### config.mk
export PLATFORM = sky130hd
export DESIGN_NAME = vram_write_scheduler
export DESIGN_NICKNAME = d
export VERILOG_FILES = /design/src/rtl/vram_write_scheduler.sv
export SDC_FILE = /design/constraint.sdc
export NUM_CORES = 1
export LEC_CHECK = 0
export CAP_MARGIN = 20
export CORE_MARGIN = 2
export CORE_UTILIZATION = 50
export CTS_CLUSTER_DIAMETER = 30
export DETAILED_ROUTE_END_ITERATION = 8
export GPL_TIMING_DRIVEN = 0
export PLACE_DENSITY_LB_ADDON = 0.08
export REMOVE_ABC_BUFFERS = 1
export SLEW_MARGIN = 0
export SYNTH_ARGS = -nofsm -noshare
export SYNTH_HDL_FRONTEND = slang
export SYNTH_SLANG_ARGS = --single-unit
### constraint.sdc
create_clock -name pclk -period 8.7 [get_ports pclk]
set_clock_uncertainty 0.1 [all_clocks]
set_input_delay 1.74 -clock pclk [delete_from_list [all_inputs] [get_ports pclk]]
set_output_delay 1.74 -clock pclk [all_outputs]
set_load 0.02 [all_outputs]
### src/rtl/vram_write_scheduler.sv
// Arbitrates the single-port VRAM between scan-out reads and queued game writes.
// Writes drain from a small FIFO only in blanking slots clear of the read guard.
module vram_write_scheduler #(
   parameter int ADDR_W     = 13,
   parameter int DATA_W     = 12,
   parameter int FIFO_DEPTH = 8,
   parameter int HD         = 640,
   parameter int HT         = 800,
   parameter int VD         = 480,
   parameter int VT         = 525,
   parameter int GUARD      = 2
) (
   input  logic                          pclk,
   input  logic                          reset,
   input  logic [9:0]                    pixel_cnt,
   input  logic [9:0]                    line_cnt,
   input  logic [ADDR_W-1:0]             disp_addr,
   input  logic                          vblank_only,
   input  logic                          wr_valid,
   input  logic [ADDR_W-1:0]             wr_addr,
   input  logic [DATA_W-1:0]             wr_data,
   output logic                          wr_ready,
   output logic                          ram_we,
   output logic [ADDR_W-1:0]             ram_addr,
   output logic [DATA_W-1:0]             ram_din,
   output logic [$clog2(FIFO_DEPTH):0]   fifo_level,
   output logic                          busy,
   output logic [15:0]                   frame_writes
);

   localparam int PW = $clog2(FIFO_DEPTH);
   localparam int LW = PW + 1;

   logic [ADDR_W+DATA_W-1:0] mem [FIFO_DEPTH];
   logic [PW-1:0]            rd_ptr;
   logic [PW-1:0]            wr_ptr;
   logic [ADDR_W-1:0]        head_addr;
   logic [DATA_W-1:0]        head_data;
   logic                     mode_q;
   logic [15:0]              wcnt;
   logic [15:0]              wcnt_nx;
   logic                     frame_end;
   logic                     next_active;
   logic                     guard_zone;
   logic                     slot_ok;
   logic                     wr_slot;
   logic                     push;

   assign frame_end = (line_cnt == 10'(VT - 1)) &&
                      (pixel_cnt == 10'(HT - 1));

   // The line following the current one is visible (wraps at frame end).
   assign next_active = (({1'b0, line_cnt} + 11'd1) < 11'(VD)) ||
                        (line_cnt == 10'(VT - 1));

   assign guard_zone = next_active &&
                       (pixel_cnt >= 10'(HT - GUARD));

   always_comb begin
      slot_ok = 1'b0;
      if (mode_q)
         slot_ok = (line_cnt >= 10'(VD)) && !guard_zone;
      else
         slot_ok = ((line_cnt >= 10'(VD)) ||
                    (pixel_cnt >= 10'(HD))) && !guard_zone;
   end

   assign wr_slot  = slot_ok && (fifo_level != '0);
   assign wr_ready = !reset && (fifo_level < LW'(FIFO_DEPTH));
   assign push     = wr_valid && wr_ready;
   assign busy     = (fifo_level != '0);

   assign {head_addr, head_data} = mem[rd_ptr];

   assign ram_we   = wr_slot;
   assign ram_addr = wr_slot ? head_addr : disp_addr;
   assign ram_din  = head_data;

   assign wcnt_nx = (wr_slot && (wcnt != 16'hFFFF)) ? wcnt + 16'd1 : wcnt;

   always_ff @(posedge pclk) begin
      if (push)
         mem[wr_ptr] <= {wr_addr, wr_data};
   end

   always_ff @(posedge pclk) begin
      if (reset) begin
         rd_ptr       <= '0;
         wr_ptr       <= '0;
         fifo_level   <= '0;
         mode_q       <= 1'b0;
         wcnt         <= '0;
         frame_writes <= '0;
      end else begin
         if (push)
            wr_ptr <= wr_ptr + 1'b1;
         if (wr_slot)
            rd_ptr <= rd_ptr + 1'b1;
         fifo_level <= fifo_level + LW'(push) - LW'(wr_slot);
         // Mode and statistics roll over only at the frame boundary.
         if (frame_end) begin
            mode_q       <= vblank_only;
            frame_writes <= wcnt_nx;
            wcnt         <= '0;
         end else begin
            wcnt <= wcnt_nx;
         end
      end
   end

endmodule

==> results of run 1 <==
metrics by stage:
stage                     instances  util (%)  setup slack, ns
after floorplan                 549         -             2.99
after global placement          923      57.2             1.21
after detailed placement        935      58.5             1.84
after CTS                      1015      66.1             1.84
after global routing           1015      66.1             1.68
final                          1015      66.1             1.85
state kept, by name, summed over array words and instances, names as in the netlist, named ones only:
| signal | flops |
|---|---|
| mem | 200 |
| frame_writes | 16 |
| wcnt | 16 |
| fifo_level | 4 |
| rd_ptr | 3 |
| wr_ptr | 3 |
| mode_q | 1 |
worst paths after layout:
kind | start | endpoint | slack [ns] | cells past startpoint
min reg2reg | frame_writes[1] | frame_writes[1] | 0.36 | 2
min | frame_writes[1] | frame_writes[1] | 0.36 | 2
max reg2reg | mode_q | fifo_level[2] | 5.62 | 12
max | line_cnt[1] | ram_addr[2] | 1.85 | 9
per-layer routing:
layer | GRT usage [%] | part of all wire, %
met1 | 26.8 | 42
met2 | 34.5 | 51
met3 | 4.01 | 4.5
met4 | 6.08 | 1.7
met5 | 0 | 0
report_power, final:
group          switching (W)  internal (W)
registers          0.0000592       0.00132
logic               0.000398      0.000442
clock network       0.000558       0.00110
layout make-up:
cell class / count / area [um2] / area share (%)
Sequential cell: 246 / 6930 / 54.1
Multi-Input combinational cell: 288 / 2740 / 21.4
Timing Repair Buffer: 121 / 1290 / 10.1
Clock buffer: 51 / 1150 / 8.95
Tap cell: 265 / 332 / 2.59
Clock inverter: 29 / 320 / 2.50
Inverter: 15 / 56.3 / 0.439
worst max-delay path, delay by kind of cell:
family	cells	cell delay [ns]
AO/OA/AOI/OAI	2	0.74
buffers and inverters	3	1.28
AND/OR/NAND/NOR	4	1.24
cell usage after synthesis, types with 4 or more instances:
library cell	instances	area, um2
or4_2	6	52.6
o31ai_1	7	52.6
mux2i_1	14	140
mux2_2	12	135
buf_4	4	30.0
o21ai_0	27	135
ha_1	8	100
nand2_1	30	113
mux4_2	50	1130
nor3_1	6	30.0
a31oi_1	8	50.1
clkbuf_1	15	56.3
buf_2	4	20.0
a21oi_1	20	100
edfxtp_1	200	6010
nor2_1	32	120
nand3_1	9	45.0
nand4_1	6	37.5
dfxtp_1	46	921
inv_1	15	56.3
cell families (layout without fill, tap and decap cells):
group                    after synthesis  in the layout  synth area share (%)
flip-flops                           246            246                  70.3
buffers and inverters                 46            216                  2.50
AO/OA/AOI/OAI                         80             80                  5.17
XOR/XNOR                               5              5                 0.444
multiplexers                          76             76                  14.2
AND/OR/NAND/NOR                      118            118                  6.21
adder cells (fa/ha/maj)                9              9                  1.22
==> results.toml, run 1 <==
[clocking]
post_cts_resized = 0
hold_buffers = 0
cts_buffers = 43
worstSkewPairLatency_ns = 0.51
clk_path_buf_depth = 3
cts.sink_count = 246
cts_setup_buffers = 0
tritoncts = "built"
clkTransAtPathRegs_ns = 0.05
h-tree-depth = 2
cts_root_buffer = "clkbuf_16"

[routing]
drt_iter0_drc = 308
drc = 0
vias = 5622
detail_route.wl_per_cell_um = 20.0
drtAntennaViolNets = 0
firstDrtPassIters = 4
vias_per_cell = 5.54
routed_wl_um = 20300

[setup_path]
required_ns = 6.86
start_kind = "primary input"
cp_max_fo = 21
crit_chain = "clkdlybuf4s50_1 > or4b_1 > or4_4 > nor2_4 > a211o_1 > buf_16 > nand2_1 > o21ai_0 > clkdlybuf4s50_1"
crit_type = "in -> out"
crit_slowest_cell = "a211o_1"
cpPeakStageDelay_ns = 0.67
crit_arrival_ns = 5.01
end_kind = "output port"
timing.critical_path.mode_cell = "clkdlybuf4s50_1"

[timing]
setup_viol = 0
whs_ns = 0.364
slew_headroom_pct = 36.7
tns_ns = 0
fin_crit_ns = 6.85
fmax_mhz = 146
hold_violations = 0
fin_crit_sh_pct = 78.7
worst_pin_slew_ns = 0.947
slew_viol_final = 0
grt_setup_unrepaired = "false"

[final_layout]
layout_common_cells = "edfxtp_1 (200), clkdlybuf4s50_1 (109), mux4_2 (50), clkbuf_16 (44), dfxtp_1 (43)"
design_area_um2 = 12800
nNetsFinal = 786
syn_to_final_growth_pct = 30.1
drive_gt1_share_pct = 23.9
antenna_cells = 0
final_common_cell = "edfxtp_1"
n_fill_cell = 1381

[logic_synthesis]
synth_seq_cells = 246
ys_types = 62
synth_edf_count = 200
yosysSeqAreaShare_pct = 70.3
syn_inst = 580
avgSynthCellArea_um2 = 17.0
synth_ff_type = "edfxtp_1"
async_flop_share_pct = 0
synth_area_um2 = 9860
yosys_warnings = 0

[pwr]
power.total_w = 0.00387
leakage_nw = 4.16
peakVddDrop_v = 0.000194
power.density_nw_per_um2 = 302

[global_routing]
antenna_found_initial = 0
grt_max_degree = 39
grt_pass1_vias = 5800
grt_use_total_pct = 20.3
overflow = 0
grt_pass1_wl_um = 31400

[die]
dieWidth_um = 144
dieArea_um2 = 20900
core_um2 = 19400
rows = 51
start_util_pct = 50.8
io_pins = 110
die_y_um = 144

[placed_design]
hpwl_um = 12400
port-buffer-count = 109
place_area_um2 = 11400
place.gp.congestion = 0.806

[outcome]
status = "completed"

[run]
cap_violations = 0

[worst_hold_path]
hp-class = "reg -> reg"
Note: power is estimated with default switching activity, not from simulation.
==> run 2: changes to the inputs <==
==> constraint.sdc (replaced) <==
create_clock -name pclk -period 6.4 [get_ports pclk]
set_clock_uncertainty 0.1 [all_clocks]
set_input_delay 1.28 -clock pclk [delete_from_list [all_inputs] [get_ports pclk]]
set_output_delay 1.28 -clock pclk [all_outputs]
set_load 0.02 [all_outputs]
==> results of run 2 <==
The final DEF is identical to that of run 1. Status: completed.
Among the figures that moved: setup slack after placement 1.84 ns -> 0.465 ns; setup slack after layout 1.85 ns -> 0.474 ns; register-to-register setup slack 5.62 ns -> 3.32 ns; total power 0.00387 W -> 0.00526 W; worst IR drop on VDD 0.000194 V -> 0.000263 V
==> run 3: changes to the inputs <==
--- a/config.mk
+++ b/config.mk
@@ -5,12 +5,14 @@
 export SDC_FILE = /design/constraint.sdc
 export NUM_CORES = 1
 export LEC_CHECK = 0
+export ABC_AREA = 1
 export CAP_MARGIN = 20
 export CORE_MARGIN = 2
 export CORE_UTILIZATION = 50
 export CTS_CLUSTER_DIAMETER = 30
 export DETAILED_ROUTE_END_ITERATION = 8
 export GPL_TIMING_DRIVEN = 0
+export MAX_ROUTING_LAYER = met4
 export PLACE_DENSITY_LB_ADDON = 0.08
 export REMOVE_ABC_BUFFERS = 1
 export SLEW_MARGIN = 0
==> results.toml, run 3 <==
[die]
die_y_um = 147
dieArea_um2 = 21600
core_um2 = 20200
rows = 52
dieWidth_um = 147
start_util_pct = 50.6
io_pins = 110

[clocking]
cts_buffers = 45
hold_buffers = 0
tritoncts = "built"
cts_setup_buffers = 0
cts.sink_count = 246
cts_root_buffer = "clkbuf_16"
clkTransAtPathRegs_ns = 0.04
clk_path_buf_depth = 3
worstSkewPairLatency_ns = 0.52
post_cts_resized = 0
h-tree-depth = 2

[timing]
slew_headroom_pct = 35.5
slew_viol_final = 0
grt_setup_unrepaired = "false"
setup_ws_ns = 0.739
hold_violations = 0
worst_pin_slew_ns = 0.966
setup_viol = 0
fin_crit_sh_pct = 88.5
fin_crit_ns = 5.66
tns_ns = 0
fmax_mhz = 177

[pwr]
switching_share_pct = 29.6
leakage_nw = 4.71
p_sw_w = 0.00159
p_int_w = 0.00378
power.density_nw_per_um2 = 410
clockPowerShare_pct = 40.2
power.total_w = 0.00537
peakVddDrop_v = 0.000213
seqPwrFrac_pct = 34.5
combPwrFrac_pct = 25.3

[global_routing]
grt_pass1_vias = 7066
grt_use_total_pct = 21.8
overflow = 0
grt_pass1_wl_um = 35900
antenna_found_initial = 1
grt_max_degree = 84

[logic_synthesis]
synth_common_cells = "edfxtp_1 (200), nor2_1 (173), nand2_1 (156)"
syn_inst = 942
synth_seq_cells = 246
avgSynthCellArea_um2 = 10.8
yosys_warnings = 0
async_flop_share_pct = 0
synth_edf_count = 200
ys_types = 34
yosysSeqAreaShare_pct = 67.8
synth.area.top_cells = "edfxtp_1 (59%), dfxtp_1 (9.0%), nor2_1 (6.4%)"
synth.top_cell.area_share_pct = 58.8
synth_ff_type = "edfxtp_1"
synth_area_um2 = 10200
synth.most_common_cell = "edfxtp_1"
post-synth-top-area-cell = "edfxtp_1"

[routing]
vias_per_cell = 5.29
drc = 0
routed_wl_um = 22700
detail_route.wl_per_cell_um = 16.6
drt_iter0_drc = 468
drtAntennaViolNets = 0
vias = 7216
firstDrtPassIters = 5

[setup_path]
required_ns = 5.02
end_kind = "output port"
start_kind = "primary input"
crit_type = "in -> out"
crit_arrival_ns = 4.28
cp_max_fo = 30

[final_layout]
utilization_pct = 64.9
top_register = "mem"
drive_gt1_share_pct = 9.41
final_common_cell = "edfxtp_1"
nNetsFinal = 1132
top_regs = "mem (200), frame_writes (16), wcnt (16)"
design_area_um2 = 13100
layout_common_cells = "edfxtp_1 (200), nor2_1 (165), nand2_1 (156), o21ai_0 (109), clkdlybuf4s50_1 (109)"
syn_to_final_growth_pct = 28.2
largest_reg_flops = 200
n_fill_cell = 1583

[outcome]
status = "completed"

[worst_hold_path]
hp-class = "reg -> reg"

[placed_design]
hpwl_um = 12600
place_area_um2 = 11700
pre_cts_slack_ns = 0.688
port-buffer-count = 109
place.gp.congestion = 0.804

[run]
cap_violations = 0
## run 3: cell types whose count changed in the layout (fill, tap and decap cells not counted), moves of 14 or more
| cell | previous run | this run |
|---|---|---|
| nor2_1 | 25 | 165 |
| nand2_1 | 30 | 156 |
| o21ai_0 | 27 | 109 |
| mux4_2 | 50 | 0 |
| o22ai_1 | 0 | 38 |
| inv_1 | 15 | 37 |
| nand4_1 | 6 | 21 |
| mux2i_1 | 14 | 0 |
## run 3: cell type report
type                    count  area (um2)  share of cell area [%]
flip-flops and latches    246        6930                    52.9
multi-input cells         609        3000                    22.9
repair buffers            118        1270                    9.72
clock buffers              55        1160                    8.88
well taps                 270         338                    2.58
clock inverters            25         235                    1.80
inverters                  41         156                    1.19
diodes                      1        2.50                  0.0191
## run 3: cells by family (layout without fill, tap and decap cells)
| logic type | Yosys count | in the layout | synth area share (%) |
|---|---|---|---|
| DFF | 246 | 246 | 67.8 |
| other | 0 | 1 | 0 |
| xor gates and xnor gates | 8 | 8 | 0.686 |
| and+or+nand+nor | 395 | 395 | 16.1 |
| AOI/OAI and AO/OA | 197 | 197 | 10.8 |
| buffers and inverters | 87 | 239 | 3.43 |
| adders and majority gates | 9 | 9 | 1.18 |
## run 3: worst paths after layout
kind	start	to	slack, ns	cells after the start
worst max-delay path	line_cnt[6]	ram_addr[1]	0.74	10
worst min-delay path	frame_writes[3]	frame_writes[3]	0.35	2
worst max register to register	fifo_level[2]	fifo_level[3]	3.00	14
worst min register to register	frame_writes[3]	frame_writes[3]	0.35	2
## run 3: power by group through the flow
stage          Sequential, W  Combinational (W)  Clock [W]
4_1_cts              0.00185            0.00137    0.00219
5_1_grt              0.00186            0.00149    0.00227
3_3_place_gp         0.00197            0.00123          0
2_1_floorplan        0.00191           0.000748          0
3_5_place_dp         0.00188            0.00136          0
6_report             0.00185            0.00136    0.00216
## run 3: layer usage
metal | GRT usage (%) | part of all wire (%) | up-vias
li1 | - | - | 3570
met1 | 27.9 | 45 | 3416
met2 | 35.7 | 47 | 210
met3 | 4.75 | 6.5 | 20
met4 | 5.72 | 1.3 | 0
met5 | - | 0 | -
## run 3: worst max-delay path, cell delays in order
cell             delay, ns
clkdlybuf4s50_1       0.50
nand2_1               0.06
nor2_1                0.13
nor2_2                0.07
a21boi_4              0.51
nand2_2               0.19
inv_2                 0.56
nand3_1               0.27
o21a_1                0.18
clkdlybuf4s50_1       0.53
## run 3: metrics by stage
stage,hold WS (ns),instances
2_1_floorplan,0.351,896
3_3_place_gp,0.337,1275
3_5_place_dp,0.339,1283
4_1_cts,0.353,1363
5_1_grt,0.365,1365
6_report,0.350,1365
